--- src/rtl/lc3b_types.sv ---
// Shared LC-3b control types: opcodes, ALU operations and the 4-way mux select.
package lc3b_types;

    typedef enum logic [3:0] {
        op_br   = 4'b0000,
        op_add  = 4'b0001,
        op_ldb  = 4'b0010,
        op_stb  = 4'b0011,
        op_jsr  = 4'b0100,
        op_and  = 4'b0101,
        op_ldr  = 4'b0110,
        op_str  = 4'b0111,
        op_rti  = 4'b1000,
        op_not  = 4'b1001,
        op_ldi  = 4'b1010,
        op_sti  = 4'b1011,
        op_jmp  = 4'b1100,
        op_shf  = 4'b1101,
        op_lea  = 4'b1110,
        op_trap = 4'b1111
    } lc3b_opcode;

    typedef enum logic [2:0] {
        alu_add  = 3'd0,
        alu_and  = 3'd1,
        alu_not  = 3'd2,
        alu_pass = 3'd3,
        alu_sll  = 3'd4,
        alu_srl  = 3'd5,
        alu_sra  = 3'd6
    } lc3b_aluop;

    typedef logic [1:0] lc3b_sel4mux;

    localparam lc3b_sel4mux ALUMUX_SR2  = 2'd0;
    localparam lc3b_sel4mux ALUMUX_ADJ6 = 2'd1;
    localparam lc3b_sel4mux ALUMUX_IMM5 = 2'd2;

endpackage

--- src/rtl/mem_timer.sv ---
// Wait-cycle counter for memory accesses; expired rises once LIMIT unanswered cycles have elapsed.
module mem_timer #(
    parameter int LIMIT = 255
) (
    input  logic clk,
    input  logic reset_n,
    input  logic clear,
    input  logic inc,
    output logic expired
);

    localparam int CW = $clog2(LIMIT + 1);

    logic [CW-1:0] count;

    always_ff @(posedge clk or negedge reset_n) begin
        if (!reset_n) begin
            count <= '0;
        end else if (clear) begin
            count <= '0;
        end else if (inc && !expired) begin
            count <= count + 1'b1;
        end
    end

    assign expired = (count == CW'(LIMIT));

endmodule

--- src/rtl/control_fsm.sv ---
// LC-3b multicycle control FSM. Define CONTROL_MEM_TIMEOUT_EN to abort memory waits
// after MEM_TIMEOUT unanswered cycles (mem_error pulses on the abort cycle).
module control_fsm
    import lc3b_types::*;
#(
    parameter int MEM_TIMEOUT = 255
) (
    input  logic        clk,
    input  logic        reset_n,
    input  lc3b_opcode  opcode,
    input  logic        branch_enable,
    input  logic        imm5_enable,
    input  logic        imm11_enable,
    input  logic        mem_resp,
    output logic        pcmux_sel,
    output logic        load_pc,
    output logic        storemux_sel,
    output logic        load_ir,
    output logic        load_regfile,
    output logic        load_mar,
    output logic        load_mdr,
    output logic        load_cc,
    output logic        regfilemux_sel,
    output logic        marmux_sel,
    output logic        mdrmux_sel,
    output lc3b_sel4mux alumux_sel,
    output lc3b_aluop   aluop,
    output logic        mem_read,
    output logic        mem_write,
    output logic [1:0]  mem_byte_enable,
    output logic        mem_error,
    output logic [3:0]  state_dbg
);

    typedef enum logic [3:0] {
        s_fetch1, s_fetch2, s_fetch3, s_decode,
        s_add, s_and, s_not, s_br, s_br_taken,
        s_calc_addr, s_ldr1, s_ldr2, s_str1, s_str2
    } state_t;

    state_t state, next_state;
    logic   in_wait;
    logic   timeout;
    logic   unused_ok;

    // Memory handshake: mem_read/mem_write stay high for the whole wait state and
    // the request completes on the cycle mem_resp is high; mem_resp elsewhere is ignored.
    assign in_wait   = (state == s_fetch2) || (state == s_ldr1) || (state == s_str2);
    assign state_dbg = state;

`ifdef CONTROL_MEM_TIMEOUT_EN
    mem_timer #(.LIMIT(MEM_TIMEOUT)) u_mem_timer (
        .clk     (clk),
        .reset_n (reset_n),
        .clear   (!in_wait),
        .inc     (in_wait && !mem_resp),
        .expired (timeout)
    );
    assign unused_ok = imm11_enable;
`else
    assign timeout   = 1'b0;
    assign unused_ok = &{1'b0, imm11_enable, MEM_TIMEOUT[0]};
`endif

    always_ff @(posedge clk or negedge reset_n) begin
        if (!reset_n) begin
            state <= s_fetch1;
        end else begin
            state <= next_state;
        end
    end

    always_comb begin
        next_state      = state;
        pcmux_sel       = 1'b0;
        load_pc         = 1'b0;
        storemux_sel    = 1'b0;
        load_ir         = 1'b0;
        load_regfile    = 1'b0;
        load_mar        = 1'b0;
        load_mdr        = 1'b0;
        load_cc         = 1'b0;
        regfilemux_sel  = 1'b0;
        marmux_sel      = 1'b0;
        mdrmux_sel      = 1'b0;
        alumux_sel      = ALUMUX_SR2;
        aluop           = alu_add;
        mem_read        = 1'b0;
        mem_write       = 1'b0;
        mem_byte_enable = 2'b00;
        mem_error       = 1'b0;

        // Outputs stay quiet for as long as reset is held, even though state is already fetch1.
        if (reset_n) begin
            unique case (state)
                s_fetch1: begin
                    marmux_sel = 1'b1;
                    load_mar   = 1'b1;
                    load_pc    = 1'b1;
                    next_state = s_fetch2;
                end
                s_fetch2: begin
                    mem_read   = 1'b1;
                    mdrmux_sel = 1'b1;
                    load_mdr   = 1'b1;
                    if (mem_resp) begin
                        next_state = s_fetch3;
                    end else if (timeout) begin
                        mem_error  = 1'b1;
                        next_state = s_fetch1;
                    end
                end
                s_fetch3: begin
                    load_ir    = 1'b1;
                    next_state = s_decode;
                end
                s_decode: begin
                    unique case (opcode)
                        op_add:         next_state = s_add;
                        op_and:         next_state = s_and;
                        op_not:         next_state = s_not;
                        op_br:          next_state = s_br;
                        op_ldr, op_str: next_state = s_calc_addr;
                        default:        next_state = s_fetch1;
                    endcase
                end
                s_add, s_and: begin
                    aluop        = (state == s_and) ? alu_and : alu_add;
                    alumux_sel   = imm5_enable ? ALUMUX_IMM5 : ALUMUX_SR2;
                    load_regfile = 1'b1;
                    load_cc      = 1'b1;
                    next_state   = s_fetch1;
                end
                s_not: begin
                    aluop        = alu_not;
                    load_regfile = 1'b1;
                    load_cc      = 1'b1;
                    next_state   = s_fetch1;
                end
                s_br: begin
                    next_state = branch_enable ? s_br_taken : s_fetch1;
                end
                s_br_taken: begin
                    pcmux_sel  = 1'b1;
                    load_pc    = 1'b1;
                    next_state = s_fetch1;
                end
                s_calc_addr: begin
                    alumux_sel = ALUMUX_ADJ6;
                    load_mar   = 1'b1;
                    if (opcode == op_ldr) begin
                        next_state = s_ldr1;
                    end else if (opcode == op_str) begin
                        next_state = s_str1;
                    end else begin
                        next_state = s_fetch1;
                    end
                end
                s_ldr1: begin
                    mem_read   = 1'b1;
                    mdrmux_sel = 1'b1;
                    load_mdr   = 1'b1;
                    if (mem_resp) begin
                        next_state = s_ldr2;
                    end else if (timeout) begin
                        mem_error  = 1'b1;
                        next_state = s_fetch1;
                    end
                end
                s_ldr2: begin
                    regfilemux_sel = 1'b1;
                    load_regfile   = 1'b1;
                    load_cc        = 1'b1;
                    next_state     = s_fetch1;
                end
                s_str1: begin
                    storemux_sel = 1'b1;
                    aluop        = alu_pass;
                    load_mdr     = 1'b1;
                    next_state   = s_str2;
                end
                s_str2: begin
                    mem_write       = 1'b1;
                    mem_byte_enable = 2'b11;
                    if (mem_resp) begin
                        next_state = s_fetch1;
                    end else if (timeout) begin
                        mem_error  = 1'b1;
                        next_state = s_fetch1;
                    end
                end
                default: begin
                    next_state = s_fetch1;
                end
            endcase
        end
    end

endmodule

--- config.mk ---
export PLATFORM = sky130hd
export DESIGN_NAME = control_fsm
export DESIGN_NICKNAME = d
export VERILOG_FILES = /design/src/rtl/lc3b_types.sv /design/src/rtl/mem_timer.sv /design/src/rtl/control_fsm.sv
export SDC_FILE = /design/constraint.sdc
export NUM_CORES = 1
export LEC_CHECK = 0
export ABC_AREA = 1
export BUFFER_PORTS_ARGS = -buffer_cell sky130_fd_sc_hd__buf_4
export CORE_MARGIN = 2
export CORE_UTILIZATION = 41
export CTS_CLUSTER_DIAMETER = 200
export DETAILED_ROUTE_END_ITERATION = 16
export PLACE_DENSITY = 0.77
export SLEW_MARGIN = 0
export SYNTH_ARGS = -nofsm -noshare
export SYNTH_HDL_FRONTEND = slang
export SYNTH_SLANG_ARGS = --single-unit
--- constraint.sdc ---
create_clock -name clk -period 1.3 [get_ports clk]
set_input_delay 0.26 -clock clk [delete_from_list [all_inputs] [get_ports clk]]
set_output_delay 0.26 -clock clk [all_outputs]
set_load 0.01 [all_outputs]
-- Word level (Yosys, flattened, before mapping)
Index checks and enable logic that the tools add are counted.
- $add $sub $neg: 0
- multipliers: 0
- divide/modulo/power cells: 0
- $lt $le $gt $ge: 0
- equal/unequal tests: 21
- shifts and indexed selects: 0
- mux-type cells: 38
- bitwise operators: 0
- reductions and logical operators: 10
- operators with widths (cell ; count):
    $pmux 4 s9 ; 1
    $eq 4x3->1 const B ; 7
    $eq 4x4->1 const B ; 7
    $mux 4 ; 6
    $mux 1 ; 23
    $pmux 4 s5 ; 1
    $mux 2 ; 5
    $reduce_or 2->1 ; 5
    $eq 4x1->1 const B ; 2
    $eq 4x2->1 const B ; 2
    $logic_not 4->1 ; 2
    $ne 2x2->1 const B ; 3
    $pmux 2 s3 ; 1
    $pmux 2 s2 ; 1
    $reduce_and 4->1 ; 1
    $reduce_or 4->1 ; 1
    $reduce_or 3->1 ; 1
- bits in registers: 4
- bits in latches: 0
- RAM bits: 0
- ROM bits: 0
- input bits: 10
- output and inout bits: 25
- memories kept: 0

-- Depth between registers and ports, before layout
Gate-level depths: netlist of run 1.
- depth in word-level cells: 4
- mapped depth: 8

-- Worst setup path after synthesis of run 1
Ideal clock, no wire load.
- path type: register -> output
- from: register state[1] (netlist: state_dbg[1])
- to: output port mem_read
- data arrival time: 1217 ps
- data required time: 1040 ps
- slack: -177 ps
- cell stages (with the launch flop): 8
- path buffers: 1
- path through: dfrtp_1 > inv_1 > nor2_1 > nand2_1 > nand2_1 > inv_1 > nor2_1 > buf_4
- word-level cells in the longest chain between the ends: 4
- elaborated cells on any way between the ends: 5
- ends and longest elaborated chain (item ; line ; text):
    start, declared ; control_fsm.sv:41 ; state_t state, next_state;
    start signal, assigned ; control_fsm.sv:67 ; state <= s_fetch1;
    start signal, assigned ; control_fsm.sv:69 ; state <= next_state;
    $eq 4x1->1 / $eq 4x4->1 (equally long branches) ; n/a ;
    $reduce_or 2->1 (no line) * ; n/a ;
    $mux 1 * (2 in a row) ; n/a ;
    end, declared ; control_fsm.sv:28 ; output logic mem_read,
Mark *: on every way between the ends. The rest lies on a longest branch, timed or not.

-- Final worst setup path of run 1
- from: register state[0] (netlist: state_dbg[0])
- to: register state[1] (netlist: state_dbg[1])
- word-level cells in the longest chain between the ends: 3
- elaborated cells on any way between the ends: 14
- ends and longest elaborated chain (item ; line ; text):
    $eq 4x4->1 / $eq 4x1->1 (equally long branches) ; control_fsm.sv:95 ; unique case (state)
    $ne 2x2->1 (no line) ; n/a ;
    $reduce_and 4->1 (no line) ; n/a ;
Parallel ways exist; a longest one is shown, timed or not.
A chain may end at the register's enable or synchronous reset.

==> impl_metrics.json, run 1 <==
{
  "skew_ps": 0.798,
  "crit_arrival_ps": 1770,
  "synth_seq_cells": 4,
  "syn_to_final_growth_pct": 79.6,
  "yosys.area.top_type_share": 0.243,
  "gp_congestion": 0.837,
  "grt_start_max_net_pins": 9,
  "final.setup.worst_slack_ps": -296,
  "synth-edff-count": 0,
  "die_w_um": 40.9,
  "cp_num_buf_inv": 5,
  "synthCells": 109,
  "overflow": 0,
  "die-area_mm2": 0.00167,
  "drv_slew": 0,
  "hold_violations": 0,
  "synth.most_common_cell": "nand2_1",
  "cts_buffers": 3,
  "start_util": 0.433,
  "period_share": 1.23,
  "dpl_cell_area_um2": 861,
  "critPathCaptureType": "register",
  "reg2reg_slack_ps": -300,
  "drt-wirelength-per-cell_um": 11.8,
  "crit_cells": 11,
  "critPathMaxStageDelay_ps": 430,
  "r2r-end": "state_dbg[1]",
  "clock_latency_ps": 240,
  "reg2regPathDepth": 11,
  "setup_violations": 23,
  "hold_path.class": "primary input to register",
  "rsz0062_at_grt": "yes",
  "maxCapViolations": 0,
  "fin_area_um2": 1000,
  "synth_ff_type": "dfrtp_1",
  "ir_drop_mv": 0.977,
  "layout.cells.non_filler": 170,
  "cp-start-kind": "register",
  "r2r_start": "state_dbg[0]",
  "largest_reg_flops": 4,
  "postRouteAntennaNets": 0,
  "path_cells": "inv_2, nor2_4, nand2_2, buf_4, buf_4, buf_4, o21ai_4, inv_1, nand2_2, nand2_1, nand2_1",
  "cts.sinks": 4,
  "cp_max_fo": 6,
  "slowest_stage": "dfrtp_2",
  "crit_end": "state_dbg[1]",
  "power_density_mw_per_mm2": 1500,
  "nets": 167,
  "grt_pass1_vias": 699,
  "register_area_um2": 105,
  "path_common_cell": "buf_4",
  "viasPerCell": 4.98,
  "drt-initial-drc-count": 11,
  "multi_input_area_um2": 423,
  "cts-htree-levels": 1,
  "place_hpwl_mm": 1.38,
  "clockBufferDepth": 2,
  "die_h_um": 40.9,
  "cts_tree": "built",
  "ys_async_sr_fraction": 1.00,
  "violations": "setup timing",
  "first_pass_iters": 4,
  "cp-startpoint": "state_dbg[0]",
  "avgSynthCellArea_um2": 5.11,
  "grt_pass1_wl_mm": 2.77,
  "place_inst": 159,
  "fp-row-count": 13,
  "io_pins": 35,
  "portBuffers": 31,
  "max_freq_ghz": 0.627,
  "grt.total_usage": 0.251,
  "outcome": "finished with violations",
  "diodes": 0,
  "ys_types": 16,
  "critPathKind": "register to register",
  "wl_mm": 2.01,
  "cts_root_buf": "clkbuf_4",
  "synth_common_cells": "36 x nand2_1, 26 x nor2_1, 14 x inv_1",
  "grt_antenna_before_repair": 0,
  "num_vias": 847,
  "nFillCells": 102,
  "drc": 0,
  "synth_area_leaders": "nand2_1 24%, dfrtp_1 18%, nor2_1 18%, inv_1 9.4%, buf_4 8.1%",
  "core_area_mm2": 0.00128,
  "final_layout_size_suffix_gt1_frac": 0.542,
  "ys_warn_count": 0,
  "yosys.area.top_type": "nand2_1",
  "period_needed_ps": 1600,
  "crit_required_ps": 1470,
  "syn_area_um2": 557,
  "ys_seq_area_frac": 0.180,
  "cts.clk_slew.worst_paths_ps": 40,
  "leakage_nw": 0.564,
  "cp_top_family": "buffers and inverters"
}
[power breakdown]
part	total (mW)	internal [mW]	switching [mW]
registers	0.261	0.172	0.0894
clock network	0.155	0.103	0.0521
logic	1.08	0.533	0.551
total	1.50	0.807	0.693
[worst min path at each step]
stage,startpoint,endpoint,slack (ps),cells past startpoint
after floorplan,reset_n,state_dbg[0],-40,0
after global routing,reset_n,state_dbg[2],440,4
after detailed placement,reset_n,state_dbg[3],80,1
after CTS,mem_resp,state_dbg[2],390,4
final,mem_resp,state_dbg[2],430,4
after global placement,reset_n,state_dbg[3],80,1
[cell type report]
| type | instances | share of cell area |
|---|---|---|
| Multi-Input combinational cell | 84 | 0.423 |
| Timing Repair Buffer | 48 | 0.370 |
| Sequential cell | 4 | 0.105 |
| Inverter | 16 | 0.0601 |
| Clock buffer | 3 | 0.0225 |
| Tap cell | 15 | 0.0188 |
[stage by stage]
stage	total power, mW	hold slack (ps)	worst slack (ps)	utilization	setup TNS (ps)
after floorplan	0.695	-35.6	-20.8	-	-20.8
after global placement	1.05	79.3	-34.4	0.670	-115
after detailed placement	1.07	81.8	-65.8	0.670	-283
after CTS	1.41	387	-249	0.760	-4430
after global routing	1.59	439	-356	0.778	-6660
final	1.50	426	-296	0.778	-5380
[worst register-to-register path, cell delays in order (launching register included)]
cell and delay [ps]:
dfrtp_2 430, inv_2 80, nor2_4 130, nand2_2 80, buf_4 140, buf_4 120, buf_4 130, o21ai_4 140
inv_1 80, nand2_2 90, nand2_1 70, nand2_1 60
[cell families (layout without fill, tap and decap cells)]
kind of cell    Yosys count  in the layout  share of synthesized area
flops                     4              4                      0.180
buf+inv                  22             67                      0.189
compound gates           12             12                      0.130
other cells               1              2                    0.00674
simple gates             70             70                      0.494
[timing repair]
item                       CTS  global route
buffers inserted             7             0
resized for setup           15             6
hold buffers                 1             0
pin swaps                    9             0
setup endpoints to repair   23            23
gates cloned                 0             0
hold endpoints to repair     4             0
[cell usage in the layout (no fill, tap or decap)]
master	n
nor2_4	2
nand2_1	30
a21oi_2	2
nand3_1	5
o21ai_0	2
clkbuf_4	3
buf_6	2
a21oi_1	3
dfrtp_2	4
inv_2	9
nor2_2	8
inv_1	7
dlygate4sd3_1	1
nor3_1	1
o22ai_1	3
conb_1	2
buf_4	45
nor2_1	16
and2_1	1
nand2_2	7
o21ai_4	1
o22ai_2	1
[layer usage]
layer  vias to the layer above  part of all wire  GRT usage
li1                        421                 -          -
met1                       383              0.41      0.272
met2                        39              0.51      0.500
met3                         4             0.066     0.0489
met4                         0            0.0075     0.0250
met5                         -                 0          0
Note: power is estimated with default switching activity, not from simulation.
==> run 2, diff against run 1 <==
- PLACE_DENSITY: 0.77 -> not set
- PLACE_DENSITY_LB_ADDON: not set -> 0.1
- SETUP_SLACK_MARGIN: not set -> 0.1
==> run 2 against run 1 <==
The run still ends with setup timing left. Combinational power rose by 15%. Clock power fell by 5%. First-iteration DRC count rose to 3.1 times the previous value. Non-clock buffer count rose by 2. Routed wire length rose by 30%. Final area rose by 9.5%. Setup slack got worse by 49 ps. Final cell count rose by 1.2%. Largest power group unchanged.
==> impl_metrics.json, run 2 (synthesis gave the netlist of run 1 again) <==
{
  "use_met3": 0.0326,
  "slowest_stage": "dfrtp_2",
  "cp_max_fo": 5,
  "core_area_mm2": 0.00128,
  "die_h_um": 40.9,
  "clockBufferDepth": 2,
  "cp-start-kind": "register",
  "power_density_mw_per_mm2": 1500,
  "crit_cells": 7,
  "final_layout_size_suffix_gt1_frac": 0.586,
  "maxCapViolations": 0,
  "clock_latency_ps": 230,
  "largest_reg_flops": 4,
  "outcome": "finished with violations",
  "use_met2": 0.504,
  "dpl_cell_area_um2": 896,
  "max_freq_ghz": 0.608,
  "wl_mm": 2.61,
  "crit_required_ps": 1040,
  "postRouteAntennaNets": 0,
  "cts_buffers": 3,
  "use_met1": 0.299,
  "setup_violations": 24,
  "rsz0062_at_grt": "yes",
  "ir_drop_mv": 1.14,
  "critPathCaptureType": "primary output",
  "grt_start_max_net_pins": 9,
  "leakage_nw": 0.600,
  "drc": 0,
  "portBuffers": 31,
  "viasPerCell": 5.33,
  "start_util": 0.433,
  "hold_end": "state_dbg[1]",
  "cts_root_buf": "clkbuf_4",
  "skew_ps": 3.79,
  "critPathKind": "register to primary output",
  "top_usage_layer": "met2",
  "cts_tree": "built",
  "grt_pass1_wl_mm": 3.03,
  "r2r_start": "state_dbg[1]",
  "fp-row-count": 13,
  "overflow": 0,
  "cp_top_family": "flip-flops",
  "cp_num_buf_inv": 3,
  "reg2regPathDepth": 9,
  "syn_to_final_growth_pct": 96.6,
  "violations": "setup timing",
  "grt.total_usage": 0.270,
  "num_vias": 916,
  "grt_pass1_vias": 760,
  "hold_path.class": "primary input to register",
  "fin_area_mm2": 0.00109,
  "total_power_mw": 1.64,
  "critPathMaxStageDelay_ps": 430,
  "layout_common_cells": "40 x buf_4, 27 x nand2_1, 15 x nor2_1",
  "first_pass_iters": 4,
  "io_pins": 35,
  "period_share": 1.27,
  "cts.clk_slew.worst_paths_ps": 40,
  "drv_slew": 0,
  "diodes": 0,
  "die_w_um": 40.9,
  "path_cells": "inv_2, nor2_2, nand2_2, nand2_2, inv_2, a21oi_2, buf_4",
  "place_hpwl_mm": 1.51,
  "drt-wirelength-per-cell_um": 15.2,
  "drt-initial-drc-count": 34,
  "hp-start": "mem_resp",
  "period_needed_ps": 1640,
  "gp_congestion": 0.827,
  "whs_path_depth": 6,
  "cts-htree-levels": 1,
  "final.setup.worst_slack_ps": -345,
  "r2r-end": "state_dbg[0]",
  "hold_violations": 0,
  "crit_arrival_ps": 1380,
  "die-area_mm2": 0.00167,
  "nets": 169,
  "grt_antenna_before_repair": 0,
  "layout_commonest_cell": "buf_4",
  "dp_slack_ps": -71.5,
  "reg2reg_slack_ps": -90,
  "cts.sinks": 4
}
[run 2: changes by cell type in the layout (fill, tap and decap cells not counted), sizes merged]
cell and delta:
buf +2
[run 2: power by group]
| part | internal (mW) | total (mW) | switching [mW] |
|---|---|---|---|
| combinational | 0.577 | 1.24 | 0.659 |
| clock | 0.103 | 0.147 | 0.0442 |
| sequential | 0.172 | 0.260 | 0.0886 |
| total | 0.851 | 1.64 | 0.792 |
[run 2: metal layers]
metal | share of wire | wire length (um)
met4 | 0.036 | 95
met5 | 0 | 0
met2 | 0.52 | 1360
met1 | 0.38 | 998
met3 | 0.060 | 157
[run 2: worst max path at each step]
stage | from | to | slack (ps)
floorplan | state_dbg[3] | mem_read | -20
global placement | state_dbg[0] | load_mar | -40
detailed placement | state_dbg[0] | load_mar | -70
CTS | state_dbg[2] | load_mar | -240
global route | state_dbg[3] | load_mdr | -410
finish | state_dbg[1] | load_mdr | -340
[run 2: worst reg2reg max path: cells and delay by family (launching register included)]
| family | cells | cell delay [ps] |
|---|---|---|
| buffers and inverters | 2 | 220 |
| flip-flops | 1 | 450 |
| AND/OR/NAND/NOR | 6 | 420 |
| AO/OA/AOI/OAI | 1 | 170 |
[run 2: through the flow]
step	hold WS [ps]	util	TNS (ps)	instances
after floorplan	-35.6	-	-38.4	110
after global placement	78.6	0.697	-98.6	162
after detailed placement	79.2	0.697	-332	162
after CTS	429	0.787	-3820	168
after global routing	453	0.852	-6400	172
final	452	0.852	-5270	172
[run 2: final cells by class]
type,count,area [um^2]
tap,15,18.8
fill,76,190
sequential,4,105
multi-input combinational,84,477
clock buffer,3,22.5
timing repair buffer,50,412
inverter,16,60.1
[run 2: timing repair]
item,4_1_cts,5_1_grt
hold buffers,1,0
endpoints found under the setup margin,26,27
resized for setup,22,15
endpoints found under the hold margin,4,0
pin swaps,16,4
buffers inserted,5,4
==> run 3, diff against run 2 <==
- CORE_UTILIZATION: 41 -> 35
==> run 3 against run 2 <==
The flow still finishes with violations (setup timing). Routed wire length decreased by 38%. Utilization fell by 18 points. Die area up 15%. Combinational power is 23% lower. Sequential share of layout area rose by 0.77 points. Critical path type unchanged. Critical endpoint is now load_mar. Largest cell class unchanged.
==> impl_metrics.json, run 3 (synthesis gave the netlist of run 1 again) <==
{
  "violations": "setup timing",
  "use_met3": 0.0125,
  "die_h_um": 43.9,
  "viasPerCell": 4.58,
  "cp-startpoint": "state_dbg[2]",
  "postRouteAntennaNets": 0,
  "core_area_mm2": 0.00151,
  "cts_buffers": 3,
  "cts_root_buf": "clkbuf_4",
  "place_inst": 165,
  "io_pins": 35,
  "overflow": 0,
  "drt-initial-drc-count": 3,
  "first_pass_iters": 4,
  "fp-row-count": 14,
  "outcome": "finished with violations",
  "whs_ps": 406,
  "final_layout_size_suffix_gt1_frac": 0.532,
  "nFillCells": 145,
  "hold_violations": 0,
  "r2r_start": "state_dbg[2]",
  "place_hpwl_mm": 1.37,
  "clock_latency_ps": 220,
  "drt-wirelength-per-cell_um": 9.41,
  "layout_common_cells": "48 x buf_4, 31 x nand2_1, 17 x nor2_1",
  "portBuffers": 31,
  "cts_tree": "built",
  "rsz0062_at_grt": "yes",
  "crit_end": "load_mar",
  "critPathCaptureType": "primary output",
  "period_needed_ps": 1550,
  "multi_input_area_um2": 435,
  "crit_required_ps": 1040,
  "reg2reg_slack_ps": -70,
  "critPathMaxStageDelay_ps": 450,
  "reg2regPathDepth": 10,
  "start_util": 0.370,
  "tns_ps": -3660,
  "hold_path.class": "primary input to register",
  "ir_drop_mv": 1.02,
  "crit_arrival_ps": 1290,
  "cp_top_family": "flip-flops",
  "max_freq_ghz": 0.647,
  "fin_area_mm2": 0.00101,
  "grt_antenna_before_repair": 0,
  "dpl_cell_area_um2": 912,
  "cp_num_buf_inv": 3,
  "die_w_um": 43.9,
  "use_met1": 0.199,
  "leakage_nw": 0.572,
  "layout.cells.non_filler": 172,
  "syn_to_final_growth_pct": 82.0,
  "grt_pass1_vias": 681,
  "cts.sinks": 4,
  "cp_max_fo": 6,
  "grt_start_max_net_pins": 9,
  "crit_cells": 6,
  "gp_congestion": 0.827,
  "cp-start-kind": "register",
  "grt.total_usage": 0.169,
  "r2r-end": "state_dbg[3]",
  "die-area_mm2": 0.00193,
  "critPathKind": "register to primary output",
  "maxCapViolations": 0,
  "total_power_mw": 1.35,
  "largest_reg_flops": 4,
  "num_vias": 787,
  "final.setup.worst_slack_ps": -246,
  "use_met2": 0.335,
  "wl_mm": 1.62,
  "skew_ps": 0.581,
  "grt_pass1_wl_mm": 2.57,
  "drc": 0,
  "setup_violations": 25,
  "layout_commonest_cell": "buf_4",
  "nets": 168,
  "slowest_stage": "dfrtp_2",
  "top_usage_layer": "met2",
  "drv_slew": 0,
  "diodes": 0,
  "period_share": 1.19,
  "clockBufferDepth": 2,
  "path_cells": "inv_2, nand2_1, nor2_2, inv_1, o22ai_1, buf_4",
  "power_density_mw_per_mm2": 1330,
  "register_area_um2": 105,
  "cts-htree-levels": 1,
  "cts.clk_slew.worst_paths_ps": 30
}
[run 3: cell count changes in the layout (fill, tap and decap cells not counted), sizes merged]
cell / delta
buf: -1
[run 3: worst min path at each step]
| stage | from | endpoint | depth (start not counted) |
|---|---|---|---|
| after floorplan | reset_n | state_dbg[0] | 0 |
| after global placement | reset_n | state_dbg[1] | 1 |
| after detailed placement | reset_n | state_dbg[1] | 1 |
| after CTS | mem_resp | state_dbg[0] | 6 |
| after global routing | mem_resp | state_dbg[0] | 6 |
| final | mem_resp | state_dbg[0] | 6 |
[run 3: worst reg2reg max path: stages, from the launching register on]
cell and delay, ps:
dfrtp_2 450, inv_2 90, nand2_1 70, nor2_2 130
buf_4 120, buf_4 100, nand2_1 40, and2_1 130
nand2_1 60, nand2_1 50, nand2_1 70
[run 3: final cells by class]
class / count / area share
clock buffers: 3 / 0.0222
inverters: 16 / 0.0593
multi-input cells: 84 / 0.430
flip-flops and latches: 4 / 0.104
well taps: 16 / 0.0198
repair buffers: 49 / 0.365
[run 3: power by group]
| part | switching (mW) | internal, mW | leakage (nW) | total [mW] |
|---|---|---|---|---|
| clock | 0.0364 | 0.102 | 0.0138 | 0.139 |
| sequential | 0.0846 | 0.172 | 0.0467 | 0.256 |
| combinational | 0.486 | 0.468 | 0.512 | 0.954 |
| total | 0.607 | 0.742 | 0.572 | 1.35 |
[run 3: metal layers]
layer  wire (um)  vias up
met1         697      342
li1            -      425
met4           0        0
met3          80        0
met5           0        -
met2         841       20
[run 3: per-stage QoR]
step | setup slack (ps) | utilization
2_1_floorplan | -20.8 | -
3_3_place_gp | -50.6 | 0.605
3_5_place_dp | -72.5 | 0.605
4_1_cts | -234 | 0.661
5_1_grt | -319 | 0.673
6_report | -246 | 0.673
[run 3: what timing repair did]
item                                    in CTS  in global routing
setup buffers                                3                  0
hold buffers                                 1                  0
hold endpoints to repair                     4                  0
pin swaps                                    5                  2
gates resized for setup                     10                  6
endpoints found under the setup margin      25                 27
